`src/rtl/wb_stage_pkg.sv`:
```
// wb_stage_pkg: shared writeback encodings, load funct3 codes and WB register layout.
package wb_stage_pkg;

    localparam int XLEN = 32;

    typedef enum logic [1:0] {
        WB_SEL_ALU  = 2'b00,
        WB_SEL_LOAD = 2'b01,
        WB_SEL_PC4  = 2'b10,
        WB_SEL_RSV  = 2'b11
    } wb_sel_e;

    localparam logic [2:0] F3_LB  = 3'b000;
    localparam logic [2:0] F3_LH  = 3'b001;
    localparam logic [2:0] F3_LW  = 3'b010;
    localparam logic [2:0] F3_LBU = 3'b100;
    localparam logic [2:0] F3_LHU = 3'b101;

    typedef struct packed {
        logic            valid;
        logic            rd_wen;
        logic [4:0]      rd_addr;
        wb_sel_e         sel;
        logic [2:0]      funct3;
        logic [XLEN-1:0] result;
        logic [XLEN-1:0] pc4;
    } wb_reg_t;

endpackage

```
`src/rtl/wb_stage_if.sv`:
```
// wb_stage_if: MEM-side inputs and regfile-side outputs of the writeback stage.
interface wb_stage_if #(parameter int CNT_W = 64);
    import wb_stage_pkg::*;

    logic            mem_valid;
    logic            mem_rd_wen;
    logic [4:0]      mem_rd_addr;
    logic [1:0]      mem_wb_sel;
    logic [2:0]      mem_funct3;
    logic [XLEN-1:0] mem_alu_result;
    logic [XLEN-1:0] mem_pc_plus4;
    logic            mem_stall;
    logic            mem_flush;
    logic [XLEN-1:0] dmem_rdata;
    logic            wb_wen;
    logic [4:0]      wb_rd_addr;
    logic [XLEN-1:0] wb_wdata;
    logic            wb_valid;
    logic            wb_load_err;
    logic [CNT_W-1:0] wb_instret;

    modport master (
        output mem_valid, mem_rd_wen, mem_rd_addr, mem_wb_sel, mem_funct3,
               mem_alu_result, mem_pc_plus4, mem_stall, mem_flush, dmem_rdata,
        input  wb_wen, wb_rd_addr, wb_wdata, wb_valid, wb_load_err, wb_instret
    );

    modport slave (
        input  mem_valid, mem_rd_wen, mem_rd_addr, mem_wb_sel, mem_funct3,
               mem_alu_result, mem_pc_plus4, mem_stall, mem_flush, dmem_rdata,
        output wb_wen, wb_rd_addr, wb_wdata, wb_valid, wb_load_err, wb_instret
    );

endinterface

```
`src/rtl/wb_stage_load_align.sv`:
```
// wb_stage_load_align: extracts and extends a load from a RAM word; flags misaligned/illegal funct3.
module wb_stage_load_align
    import wb_stage_pkg::*;
(
    input  logic [2:0]      funct3_i,
    input  logic [1:0]      offset_i,
    input  logic [XLEN-1:0] rdata_i,
    output logic [XLEN-1:0] data_o,
    output logic            misaligned_o,
    output logic            illegal_o
);

    logic [7:0]  byte_sel;
    logic [15:0] half_sel;

    always_comb begin
        byte_sel = offset_i == 2'd0 ? rdata_i[7:0]   :
                   offset_i == 2'd1 ? rdata_i[15:8]  :
                   offset_i == 2'd2 ? rdata_i[23:16] : rdata_i[31:24];
        half_sel = offset_i[1] ? rdata_i[31:16] : rdata_i[15:0];
        data_o       = '0;
        misaligned_o = 1'b0;
        illegal_o    = 1'b0;
        case (funct3_i)
            F3_LB:   data_o = {{24{byte_sel[7]}}, byte_sel};
            F3_LBU:  data_o = {24'd0, byte_sel};
            F3_LH: begin
                data_o       = {{16{half_sel[15]}}, half_sel};
                misaligned_o = offset_i[0];
            end
            F3_LHU: begin
                data_o       = {16'd0, half_sel};
                misaligned_o = offset_i[0];
            end
            F3_LW: begin
                data_o       = rdata_i;
                misaligned_o = |offset_i;
            end
            default: illegal_o = 1'b1;
        endcase
    end

endmodule

```
`src/rtl/wb_stage.sv`:
```
// wb_stage: MEM->WB pipeline register, writeback mux, load error flag and retired-instruction counter.
module wb_stage #(
    parameter int CNT_W = 64
) (
    input logic       clk,
    input logic       reset,
    wb_stage_if.slave bus
);
    import wb_stage_pkg::*;

    wb_reg_t          wb_q, wb_d;
    logic [CNT_W-1:0] instret_q, instret_d;
    logic [XLEN-1:0]  ld_data;
    logic             ld_mis, ld_ill, load_err, retire;

    wb_stage_load_align u_align (
        .funct3_i     (wb_q.funct3),
        .offset_i     (wb_q.result[1:0]),
        .rdata_i      (bus.dmem_rdata),
        .data_o       (ld_data),
        .misaligned_o (ld_mis),
        .illegal_o    (ld_ill)
    );

    always_ff @(posedge clk or posedge reset) begin
        if (reset) begin
            wb_q      <= '0;
            instret_q <= '0;
        end else begin
            wb_q      <= wb_d;
            instret_q <= instret_d;
        end
    end

    // Flush only kills valid/rd_wen; the payload is held so the bubble is cheap.
    always_comb begin
        wb_d = wb_q;
        if (bus.mem_flush) begin
            wb_d.valid  = 1'b0;
            wb_d.rd_wen = 1'b0;
        end else if (!bus.mem_stall) begin
            wb_d.valid   = bus.mem_valid;
            wb_d.rd_wen  = bus.mem_rd_wen;
            wb_d.rd_addr = bus.mem_rd_addr;
            wb_d.sel     = wb_sel_e'(bus.mem_wb_sel);
            wb_d.funct3  = bus.mem_funct3;
            wb_d.result  = bus.mem_alu_result;
            wb_d.pc4     = bus.mem_pc_plus4;
        end
        retire    = wb_q.valid & (~bus.mem_stall | bus.mem_flush);
        instret_d = instret_q + CNT_W'(retire);
    end

    always_comb begin
        load_err        = wb_q.valid & (wb_q.sel == WB_SEL_LOAD) & (ld_mis | ld_ill);
        bus.wb_wdata    = wb_q.sel == WB_SEL_ALU  ? wb_q.result :
                          wb_q.sel == WB_SEL_LOAD ? (load_err ? '0 : ld_data) :
                          wb_q.sel == WB_SEL_PC4  ? wb_q.pc4 : '0;
        bus.wb_wen      = wb_q.valid & wb_q.rd_wen & (|wb_q.rd_addr) & ~load_err &
                          (wb_q.sel != WB_SEL_RSV);
        bus.wb_rd_addr  = wb_q.rd_addr;
        bus.wb_valid    = wb_q.valid;
        bus.wb_load_err = load_err;
        bus.wb_instret  = instret_q;
    end

endmodule

```
`src/flat_wrapper.sv`:
```
// flat-port wrapper written by rule: the top's interface ports become plain ports
module wb_stage_flat import wb_stage_pkg::*;
#(
    parameter int CNT_W = 64
)
  (clk, reset, bus_mem_valid, bus_mem_rd_wen, bus_mem_rd_addr, bus_mem_wb_sel, bus_mem_funct3, bus_mem_alu_result, bus_mem_pc_plus4, bus_mem_stall, bus_mem_flush, bus_dmem_rdata, bus_wb_wen, bus_wb_rd_addr, bus_wb_wdata, bus_wb_valid, bus_wb_load_err, bus_wb_instret);
  wb_stage_if #(.CNT_W(CNT_W)) bus_i ();
  input logic clk;
  input logic reset;
  input wire logic [$bits(bus_i.mem_valid)-1:0] bus_mem_valid;
  input wire logic [$bits(bus_i.mem_rd_wen)-1:0] bus_mem_rd_wen;
  input wire logic [$bits(bus_i.mem_rd_addr)-1:0] bus_mem_rd_addr;
  input wire logic [$bits(bus_i.mem_wb_sel)-1:0] bus_mem_wb_sel;
  input wire logic [$bits(bus_i.mem_funct3)-1:0] bus_mem_funct3;
  input wire logic [$bits(bus_i.mem_alu_result)-1:0] bus_mem_alu_result;
  input wire logic [$bits(bus_i.mem_pc_plus4)-1:0] bus_mem_pc_plus4;
  input wire logic [$bits(bus_i.mem_stall)-1:0] bus_mem_stall;
  input wire logic [$bits(bus_i.mem_flush)-1:0] bus_mem_flush;
  input wire logic [$bits(bus_i.dmem_rdata)-1:0] bus_dmem_rdata;
  output wire logic [$bits(bus_i.wb_wen)-1:0] bus_wb_wen;
  output wire logic [$bits(bus_i.wb_rd_addr)-1:0] bus_wb_rd_addr;
  output wire logic [$bits(bus_i.wb_wdata)-1:0] bus_wb_wdata;
  output wire logic [$bits(bus_i.wb_valid)-1:0] bus_wb_valid;
  output wire logic [$bits(bus_i.wb_load_err)-1:0] bus_wb_load_err;
  output wire logic [$bits(bus_i.wb_instret)-1:0] bus_wb_instret;
  assign bus_i.mem_valid = bus_mem_valid;
  assign bus_i.mem_rd_wen = bus_mem_rd_wen;
  assign bus_i.mem_rd_addr = bus_mem_rd_addr;
  assign bus_i.mem_wb_sel = bus_mem_wb_sel;
  assign bus_i.mem_funct3 = bus_mem_funct3;
  assign bus_i.mem_alu_result = bus_mem_alu_result;
  assign bus_i.mem_pc_plus4 = bus_mem_pc_plus4;
  assign bus_i.mem_stall = bus_mem_stall;
  assign bus_i.mem_flush = bus_mem_flush;
  assign bus_i.dmem_rdata = bus_dmem_rdata;
  assign bus_wb_wen = bus_i.wb_wen;
  assign bus_wb_rd_addr = bus_i.wb_rd_addr;
  assign bus_wb_wdata = bus_i.wb_wdata;
  assign bus_wb_valid = bus_i.wb_valid;
  assign bus_wb_load_err = bus_i.wb_load_err;
  assign bus_wb_instret = bus_i.wb_instret;
  wb_stage #(.CNT_W(CNT_W)) u_core (.clk(clk), .reset(reset), .bus(bus_i));
endmodule
```
`config.mk`:
```
export PLATFORM = sky130hd
export DESIGN_NAME = wb_stage_flat
export DESIGN_NICKNAME = d
export VERILOG_FILES = /design/src/rtl/wb_stage_pkg.sv /design/src/rtl/wb_stage_if.sv /design/src/rtl/wb_stage_load_align.sv /design/src/rtl/wb_stage.sv /design/src/flat_wrapper.sv
export SDC_FILE = /design/constraint.sdc
export NUM_CORES = 1
export LEC_CHECK = 0
export ABC_AREA = 1
export BUFFER_PORTS_ARGS = -buffer_cell sky130_fd_sc_hd__buf_2
export CORE_ASPECT_RATIO = 1.2
export CORE_MARGIN = 3
export CORE_UTILIZATION = 50
export DETAILED_ROUTE_END_ITERATION = 6
export PLACE_DENSITY = 0.82
export SLEW_MARGIN = 20
export SYNTH_ARGS = -nofsm -noshare
export SYNTH_HDL_FRONTEND = slang
export SYNTH_SLANG_ARGS = --single-unit
```
`constraint.sdc`:
```
create_clock -name clk -period 4.7 [get_ports clk]
set_input_delay 0.235 -clock clk [delete_from_list [all_inputs] [get_ports clk]]
set_output_delay 0.235 -clock clk [all_outputs]
set_load 0.1 [all_outputs]
```
==> results.py, run 1 <==
metrics = {
    "min_path": {
        "hold_start": "bus_mem_pc_plus4[11]",
        "hold_path_class": "in -> reg",
    },
    "route": {
        "wire_per_inst_um": 15.8,
        "drt-initial-drc-count": 745,
        "finalWirelength_mm": 25.5,
        "drc": 0,
        "via_per_inst": 5.28,
        "ant_nets": 0,
        "via_count": 8540,
        "drtPass1Iterations": 5,
    },
    "worst_setup_path": {
        "path_class": "reg -> out",
        "worstPathRequired_ns": 4.47,
        "path_common_cell": "nand2_1",
        "r2r_cells": 11,
        "r2r-start": "u_core.bus.wb_valid",
        "path_cells": "inv_1, a21oi_1, nand2_1, nand4_2, nand2_1, nand2_1, nand2_1, buf_2",
        "end_kind": "primary output",
        "startpoint": "u_core.wb_q[33]",
        "cp_data_arrival_time_ns": 3.11,
        "crit_end": "bus_wb_wdata[27]",
        "rrSetupSlack_ns": 2.15,
        "critPathMaxFanout": 30,
        "slowest_stage": "dfrtp_1",
        "r2r-end": "u_core.bus.wb_instret[60]",
        "startpoint_type": "register",
        "max_stage_delay_ns": 0.68,
    },
    "die": {
        "dieArea_um2": 17900,
        "io_pins": 216,
        "core_um2": 15800,
        "die_h_um": 146,
        "fp.dieW_um": 123,
        "initial_utilization_pct": 51.7,
        "rows": 50,
    },
    "timing": {
        "fin_crit_ns": 3.35,
        "final.setup_skew_ns": 0.00925,
        "worst_slew_pin_slew_ns": 1.04,
        "finalSetupViolations": 0,
        "hold_viol": 0,
        "fmax_ghz": 0.299,
        "slew_headroom_pct": 30.2,
        "whs_ns": 0.0170,
        "finalSetupTns_ns": 0,
        "rsz0062_at_grt": "false",
        "fin_crit_sh_pct": 71.2,
        "final-max-slew-violation-count": 0,
    },
    "finish": {
        "postLayoutCellArea_um2": 9920,
        "syn_to_final_growth_pct": 21.8,
        "postLayoutCoreUtil_pct": 62.9,
        "nNetsFinal": 1509,
        "fill_cells": 1453,
        "drive_gt1_share_pct": 20.4,
        "final_cells": 1617,
    },
    "clocking": {
        "clockBufferDepth": 2,
        "cts.sink_count": 140,
        "numCtsBuffers": 17,
        "clk-insertion-delay-late_ns": 0.42,
        "ctsHoldBuffers": 2,
        "cts.clk_slew.worst_paths_ns": 0.06,
        "cts_root_buf": "clkbuf_16",
        "cts_tree": "built",
        "cts_setup_buffers": 0,
        "htree_levels": 4,
        "post_cts_resized": 0,
    },
    "power": {
        "power_density_nw_per_um2": 401,
        "intPower_mw": 2.30,
        "vdd_drop_max_v": 0.000183,
        "power_frac_comb_pct": 31.5,
        "p_leak_nw": 5.07,
        "seqPwrFrac_pct": 34.9,
        "switching_share_pct": 42.1,
        "p_sw_mw": 1.67,
        "clockPowerShare_pct": 33.7,
    },
    "place": {
        "dp_cells": 1582,
        "placed_area_um2": 9310,
        "gp_congestion": 0.960,
        "dp_hpwl_mm": 19.6,
        "io_buffers": 215,
    },
    "synthesis": {
        "synth_cells": 1194,
        "synth_cell_type_count": 29,
        "syn-cell-area_um2": 8150,
        "ys_seq_elements": 140,
        "synth-edff-count": 0,
        "yosysWarnings": 0,
        "avgSynthCellArea_um2": 6.82,
        "syn_nets": 1308,
        "seq_area_frac_synth_pct": 43.0,
        "ys.flop_type": "dfrtp_1",
        "synth-async-reset-ratio_pct": 100,
    },
    "flow_run": {
        "max_cap_viol_count": 0,
    },
    "grt": {
        "grt_pass1_vias": 8110,
        "grt_max_degree": 94,
        "grt.overflow.total": 0,
        "grt_pass1_wl_mm": 39.7,
        "track_usage_pct": 28.4,
        "antenna_found_initial": 1,
    },
    "outcome": {
        "outcome": "finished clean",
    },
}
==> final cells by class <==
cell class / instances / area (um2) / area share, %
clock inverters: 14 / 148 / 1.49
repair buffers: 219 / 1110 / 11.2
inverters: 128 / 485 / 4.89
flip-flops and latches: 140 / 3500 / 35.3
diodes: 1 / 2.50 / 0.0252
well taps: 208 / 260 / 2.62
multi-input cells: 889 / 3970 / 40.0
clock buffers: 18 / 439 / 4.43
==> per-layer routing <==
metal / share of wire (%) / wire, um / GRT usage [%] / up-vias
met5: 0 / 0 / 0 / -
met4: 5.5 / 1410 / 15.7 / 0
met3: 7.2 / 1840 / 5.37 / 87
met2: 49 / 12400 / 48.4 / 419
met1: 39 / 9850 / 33.2 / 3930
li1: - / - / - / 4104
==> sequential cells by signal (all words and copies together) (netlist names) <==
register / flops
u_core.bus.wb_instret: 64
u_core.bus.wb_valid: 1
u_core.wb_q: 70
u_core.bus.wb_rd_addr: 5
==> through the flow <==
stage | setup WS [ns] | power, mW
after floorplan | 0.712 | 2.41
after global placement | 1.90 | 2.64
after detailed placement | 1.86 | 2.65
after CTS | 1.41 | 3.99
after global routing | 1.16 | 4.14
final | 1.35 | 3.97
==> worst min-delay path by stage <==
stage | endpoint | slack, ns | cells after the start
2_1_floorplan | u_core.bus.wb_valid | 0.34 | 2
3_3_place_gp | u_core.bus.wb_rd_addr[0] | 0.39 | 2
3_5_place_dp | u_core.bus.wb_rd_addr[0] | 0.39 | 2
4_1_cts | u_core.wb_q[17] | 0.003 | 3
5_1_grt | u_core.wb_q[46] | 0.006 | 3
6_report | u_core.wb_q[11] | 0.02 | 3
==> kinds of logic (layout without fill, tap and decap cells) <==
logic type | after synthesis | after routing | synth area share, %
simple gates | 745 | 745 | 37.6
buf+inv | 165 | 379 | 8.34
flops | 140 | 140 | 43.0
compound gates | 111 | 111 | 7.42
fa+ha+maj | 2 | 2 | 0.307
other cells | 0 | 1 | 0
xor+xnor | 31 | 31 | 3.33
==> critical path, delay by kind of cell, from the launching register on <==
| kind | cells | cell delay [ns] |
|---|---|---|
| AND/OR/NAND/NOR | 5 | 1.04 |
| flip-flops | 1 | 0.68 |
| AO/OA/AOI/OAI | 1 | 0.07 |
| buffers and inverters | 2 | 0.88 |
==> placed cells by master, fill, tap and decap left out, drive strengths merged <==
cell type and instances:
a21oi 17, buf 217, bufinv 1, clkbuf 18, clkinv 4, clkinvlp 1
dfrtp 140, diode 1, dlygate4sd3 2, ha 2, inv 136, nand2 514
nand3 54, nand3b 1, nand4 17, nor2 153, nor3 2, o211ai 6
o21ai 70, o22ai 18, or2 4, xnor2 20, xor2 11
==> power by group through the flow <==
stage	Sequential, mW	Clock [mW]	Combinational [mW]
global route	1.40	1.42	1.33
global placement	1.40	0	1.24
detailed placement	1.40	0	1.25
CTS	1.38	1.36	1.25
finish	1.39	1.34	1.25
floorplan	1.53	0	0.875
==> synthesized netlist by cell type, types with 2 or more instances <==
master	n	area, um2
nand2_4	2	22.5
xor2_1	11	96.3
nand4_1	16	100
dfrtp_1	140	3500
buf_4	10	75.1
or2_2	4	25.0
inv_1	121	454
nand2_2	5	31.3
nor2_2	3	18.8
inv_2	6	22.5
o211ai_1	6	45.0
xnor2_1	20	175
clkbuf_1	9	33.8
nand3_2	2	20.0
o21ai_0	67	335
nand2_1	507	1900
nor3_1	2	10.0
o21ai_1	3	15.0
nand3_1	52	260
buf_2	18	90.1
o22ai_1	18	113
a21oi_1	16	80.1
ha_1	2	25.0
nor2_4	12	135
nor2_1	138	518
No activity file was read; power rests on OpenSTA's default activity.
==> run 2, diff against run 1 <==
- clock period: 4.7 -> 3.4 ns (I/O delays scaled with it)
==> results.py, run 2 (same netlist as run 1, synthesis figures left out) <==
metrics = {
    "min_path": {
        "hold_start": "bus_mem_alu_result[10]",
        "hold_path_class": "in -> reg",
        "whs_path_depth": 3,
        "min_to": "u_core.wb_q[42]",
    },
    "finish": {
        "largest_reg_flops": 70,
        "syn_to_final_growth_pct": 30.9,
        "layout_common_cells": "nand2_1 (507), buf_2 (215), dfrtp_1 (140), nor2_1 (137), inv_1 (120)",
        "nNetsFinal": 1580,
        "fill_cells": 1343,
        "regMostFlops": "u_core.wb_q",
        "layout_commonest_cell": "nand2_1",
        "postLayoutCellArea_um2": 10700,
        "n_antenna_cell": 0,
        "drive_gt1_share_pct": 19.7,
        "final_cells": 1687,
    },
    "grt": {
        "grt_max_degree": 96,
        "grt.overflow.total": 0,
        "grt_pass1_vias": 8709,
        "track_usage_pct": 31.3,
        "grt_pass1_wl_mm": 43.5,
        "antenna_found_initial": 0,
    },
    "route": {
        "drc": 0,
        "wirelength_met1_mm": 10.3,
        "ant_nets": 0,
        "top_layer": "met4",
        "via_count": 8902,
        "finalWirelength_mm": 27.8,
        "dr_wl_met3_mm": 2.36,
        "drtPass1Iterations": 6,
        "wire_per_inst_um": 16.5,
        "wl_met2_mm": 13.6,
        "via_per_inst": 5.28,
        "drt-initial-drc-count": 878,
    },
    "flow_run": {
        "max_cap_viol_count": 0,
    },
    "power": {
        "switching_share_pct": 41.4,
        "p_leak_nw": 5.38,
        "vdd_drop_max_v": 0.000336,
        "p_sw_mw": 2.33,
        "power_frac_comb_pct": 32.5,
        "seqPwrFrac_pct": 34.0,
        "intPower_mw": 3.30,
        "power_density_nw_per_um2": 528,
        "clockPowerShare_pct": 33.5,
    },
    "clocking": {
        "ctsHoldBuffers": 70,
        "clockBufferDepth": 2,
        "post_cts_resized": 0,
        "htree_levels": 4,
        "numCtsBuffers": 17,
        "cts_setup_buffers": 0,
        "clk-insertion-delay-late_ns": 0.43,
        "cts.sink_count": 140,
        "cts_root_buf": "clkbuf_16",
        "cts.clk_slew.worst_paths_ns": 0.06,
        "cts_tree": "built",
    },
    "worst_setup_path": {
        "end_kind": "primary output",
        "cp_data_arrival_time_ns": 2.92,
        "r2r_cells": 11,
        "r2r-start": "u_core.bus.wb_valid",
        "path_class": "reg -> out",
        "r2r-end": "u_core.bus.wb_instret[56]",
        "worstPathRequired_ns": 3.23,
        "startpoint_type": "register",
        "critPathMaxFanout": 24,
        "rrSetupSlack_ns": 0.89,
    },
    "timing": {
        "fin_crit_sh_pct": 90.8,
        "worst_slew_pin_slew_ns": 0.867,
        "hold_viol": 0,
        "final.setup_skew_ns": 0.00977,
        "fmax_ghz": 0.324,
        "final-max-slew-violation-count": 0,
        "rsz0062_at_grt": "false",
        "slew_headroom_pct": 42.1,
        "finalSetupViolations": 0,
        "finalSetupTns_ns": 0,
        "fin_crit_ns": 3.09,
    },
    "die": {
        "rows": 50,
        "core_um2": 15800,
        "io_pins": 216,
        "die_h_um": 146,
        "initial_utilization_pct": 51.7,
        "dieArea_um2": 17900,
        "fp.dieW_um": 123,
    },
    "outcome": {
        "outcome": "finished clean",
    },
    "place": {
        "dp_cells": 1585,
        "dp_hpwl_mm": 19.9,
        "gp_congestion": 0.990,
        "io_buffers": 215,
        "placed_area_um2": 9360,
    },
}
## run 2: per-stage QoR
stage / power, mW / util, % / hold slack, ns / worst slack (ns)
6_report: 5.63 / 67.6 / 0.00113 / 0.311
5_1_grt: 5.85 / 67.6 / 0.00654 / 0.0694
4_1_cts: 5.62 / 67.6 / 0.00154 / 0.396
3_5_place_dp: 3.68 / 59.4 / 0.333 / 0.858
3_3_place_gp: 3.66 / 59.4 / 0.345 / 0.894
2_1_floorplan: 3.33 / - / 0.280 / 0.504
## run 2: cell type report
type                    instances  area [um2]  area share [%]
flip-flops and latches        140        3500            32.9
multi-input cells             889        3980            37.3
repair buffers                290        1840            17.2
well taps                     208         260            2.44
inverters                     128         484            4.54
clock buffers                  18         439            4.12
clock inverters                14         160            1.50
## run 2: metal layers
metal,vias to the layer above,track usage [%]
li1,4239,-
met1,4068,36.4
met2,487,52.8
met3,108,6.88
met4,0,17.6
met5,-,0
## run 2: worst max-delay path: stages, from the launching register on
cell and delay [ns]:
dfrtp_1 0.63, buf_4 0.28, nor2_1 0.08, nand2_1 0.09, nand4_2 0.55, nand2_1 0.27
nand2_1 0.08, nand2_1 0.08, buf_2 0.42
## run 2: power groups by stage
stage / combinational (mW) / clock (mW) / sequential, mW
after CTS: 1.81 / 1.91 / 1.91
after global routing: 1.93 / 1.99 / 1.93
final: 1.83 / 1.89 / 1.91
after floorplan: 1.21 / 0 / 2.12
after global placement: 1.73 / 0 / 1.93
after detailed placement: 1.74 / 0 / 1.94
## run 2: worst max-delay path by stage
stage / from / to / slack (ns) / cells past startpoint
CTS: u_core.wb_q[33] / bus_wb_wdata[28] / 0.40 / 8
finish: u_core.wb_q[33] / bus_wb_wdata[26] / 0.31 / 8
floorplan: u_core.bus.wb_valid / bus_wb_wen / 0.50 / 3
detailed placement: u_core.wb_q[33] / bus_wb_wdata[28] / 0.86 / 8
global route: u_core.wb_q[33] / bus_wb_wdata[13] / 0.07 / 8
global placement: u_core.wb_q[33] / bus_wb_wdata[30] / 0.89 / 8
==> run 3, diff against run 2 <==
- CORE_ASPECT_RATIO: 1.2 -> 0.6
==> results.py, run 3 (same netlist as run 1, synthesis figures left out) <==
metrics = {
    "worst_setup_path": {
        "end_kind": "primary output",
        "startpoint_type": "register",
        "r2r-end": "u_core.bus.wb_instret[56]",
        "cp_data_arrival_time_ns": 2.91,
        "r2r-start": "u_core.bus.wb_valid",
        "r2r_cells": 11,
        "critPathMaxFanout": 24,
        "rrSetupSlack_ns": 0.89,
        "worstPathRequired_ns": 3.23,
        "path_class": "reg -> out",
        "crit_end": "bus_wb_wdata[15]",
        "startpoint": "u_core.wb_q[33]",
    },
    "clocking": {
        "cts_root_buf": "clkbuf_16",
        "cts.clk_slew.worst_paths_ns": 0.06,
        "cts_setup_buffers": 0,
        "cts_tree": "built",
        "numCtsBuffers": 17,
        "clk-insertion-delay-late_ns": 0.41,
        "clockBufferDepth": 2,
        "htree_levels": 4,
        "cts.sink_count": 140,
    },
    "timing": {
        "finalSetupTns_ns": 0,
        "worst_slew_pin_slew_ns": 0.819,
        "fin_crit_ns": 3.08,
        "final.setup_skew_ns": 0.0123,
        "finalSetupViolations": 0,
        "rsz0062_at_grt": "false",
        "final-max-slew-violation-count": 0,
        "fin_ws_ns": 0.323,
        "fmax_ghz": 0.325,
        "slew_headroom_pct": 45.2,
        "hold_viol": 0,
        "fin_crit_sh_pct": 90.5,
    },
    "place": {
        "dp_cells": 1581,
        "dp_hpwl_mm": 21.5,
        "placed_area_um2": 9350,
        "dp_worst_setup_slack_ns": 0.832,
        "gp_congestion": 1.04,
        "io_buffers": 215,
    },
    "route": {
        "ant_nets": 0,
        "finalWirelength_mm": 29.5,
        "drtPass1Iterations": 7,
        "via_per_inst": 5.31,
        "drc": 2,
        "via_count": 8955,
        "wire_per_inst_um": 17.5,
        "drt-initial-drc-count": 1261,
    },
    "finish": {
        "syn_to_final_growth_pct": 30.8,
        "drive_gt1_share_pct": 19.4,
        "layout_common_cells": "nand2_1 (507), buf_2 (215), dfrtp_1 (140), nor2_1 (137), inv_1 (120)",
        "final_cells": 1688,
        "largest_reg_flops": 70,
        "regMostFlops": "u_core.wb_q",
        "fill_cells": 1327,
        "n_antenna_cell": 0,
        "layout_commonest_cell": "nand2_1",
        "postLayoutCellArea_um2": 10700,
        "postLayoutCoreUtil_pct": 68.2,
        "nNetsFinal": 1586,
    },
    "grt": {
        "antenna_found_initial": 0,
        "grt_max_degree": 111,
        "grt_pass1_wl_mm": 45.1,
        "track_usage_pct": 32.9,
        "grt_pass1_vias": 8229,
        "grt.overflow.total": 0,
    },
    "die": {
        "fp.dieW_um": 171,
        "die_h_um": 105,
        "initial_utilization_pct": 52.1,
        "io_pins": 216,
        "core_um2": 15600,
        "rows": 35,
        "dieArea_um2": 17900,
    },
    "power": {
        "power_density_nw_per_um2": 520,
        "p_leak_nw": 5.37,
        "vdd_drop_max_v": 0.000348,
    },
    "flow_run": {
        "max_cap_viol_count": 0,
    },
    "min_path": {
        "hold_path_class": "in -> reg",
    },
    "outcome": {
        "outcome": "complete, but fails checks",
        "failed_checks": "design-rule violations",
    },
}
## run 3: worst max-delay path, stage by stage, from the launching register on
cell and delay (ns):
dfrtp_1 0.53, buf_4 0.29, nor2_1 0.09, nand2_1 0.08, nand4_2 0.65, nand3_1 0.29, nand2_1 0.08, nand2_1 0.07
buf_2 0.43
## run 3: worst min-delay path by stage
| stage | cells after the start | slack [ns] | start | endpoint |
|---|---|---|---|---|
| 2_1_floorplan | 2 | 0.28 | bus_mem_valid | u_core.bus.wb_valid |
| 3_3_place_gp | 2 | 0.31 | reset | u_core.bus.wb_instret[0] |
| 3_5_place_dp | 2 | 0.32 | reset | u_core.bus.wb_instret[0] |
| 4_1_cts | 3 | 0.02 | bus_mem_pc_plus4[23] | u_core.wb_q[23] |
| 5_1_grt | 3 | 0.04 | bus_mem_pc_plus4[23] | u_core.wb_q[23] |
| 6_report | 3 | 0.03 | bus_mem_pc_plus4[23] | u_core.wb_q[23] |
## run 3: per-layer routing
layer,share of wire [%],track usage (%),vias up
li1,-,-,4241
met1,46,50.6,4125
met2,39,44.0,540
met3,13,12.5,47
met4,1.2,5.84,2
met5,0.17,2.32,-
## run 3: metrics by stage
| stage | power [mW] | hold slack, ns |
|---|---|---|
| CTS | 5.53 | 0.0230 |
| floorplan | 3.33 | 0.280 |
| global route | 5.77 | 0.0430 |
| detailed placement | 3.68 | 0.315 |
| global placement | 3.67 | 0.313 |
| finish | 5.54 | 0.0325 |
## run 3: repair_timing
action	4_1_cts	5_1_grt
hold endpoints to repair	104	0
hold buffers	75	0
resized for setup	0	0
## run 3: power breakdown
part / switching, mW / internal, mW
registers: 0.113 / 1.81
logic: 1.46 / 0.383
clock network: 0.762 / 1.02
## run 3: layout make-up
class	count	area [um2]	area share (%)
well taps	203	254	2.38
clock buffers	21	440	4.13
repair buffers	296	1880	17.7
multi-input cells	889	3980	37.3
clock inverters	11	113	1.06
inverters	128	484	4.54
flip-flops and latches	140	3500	32.9
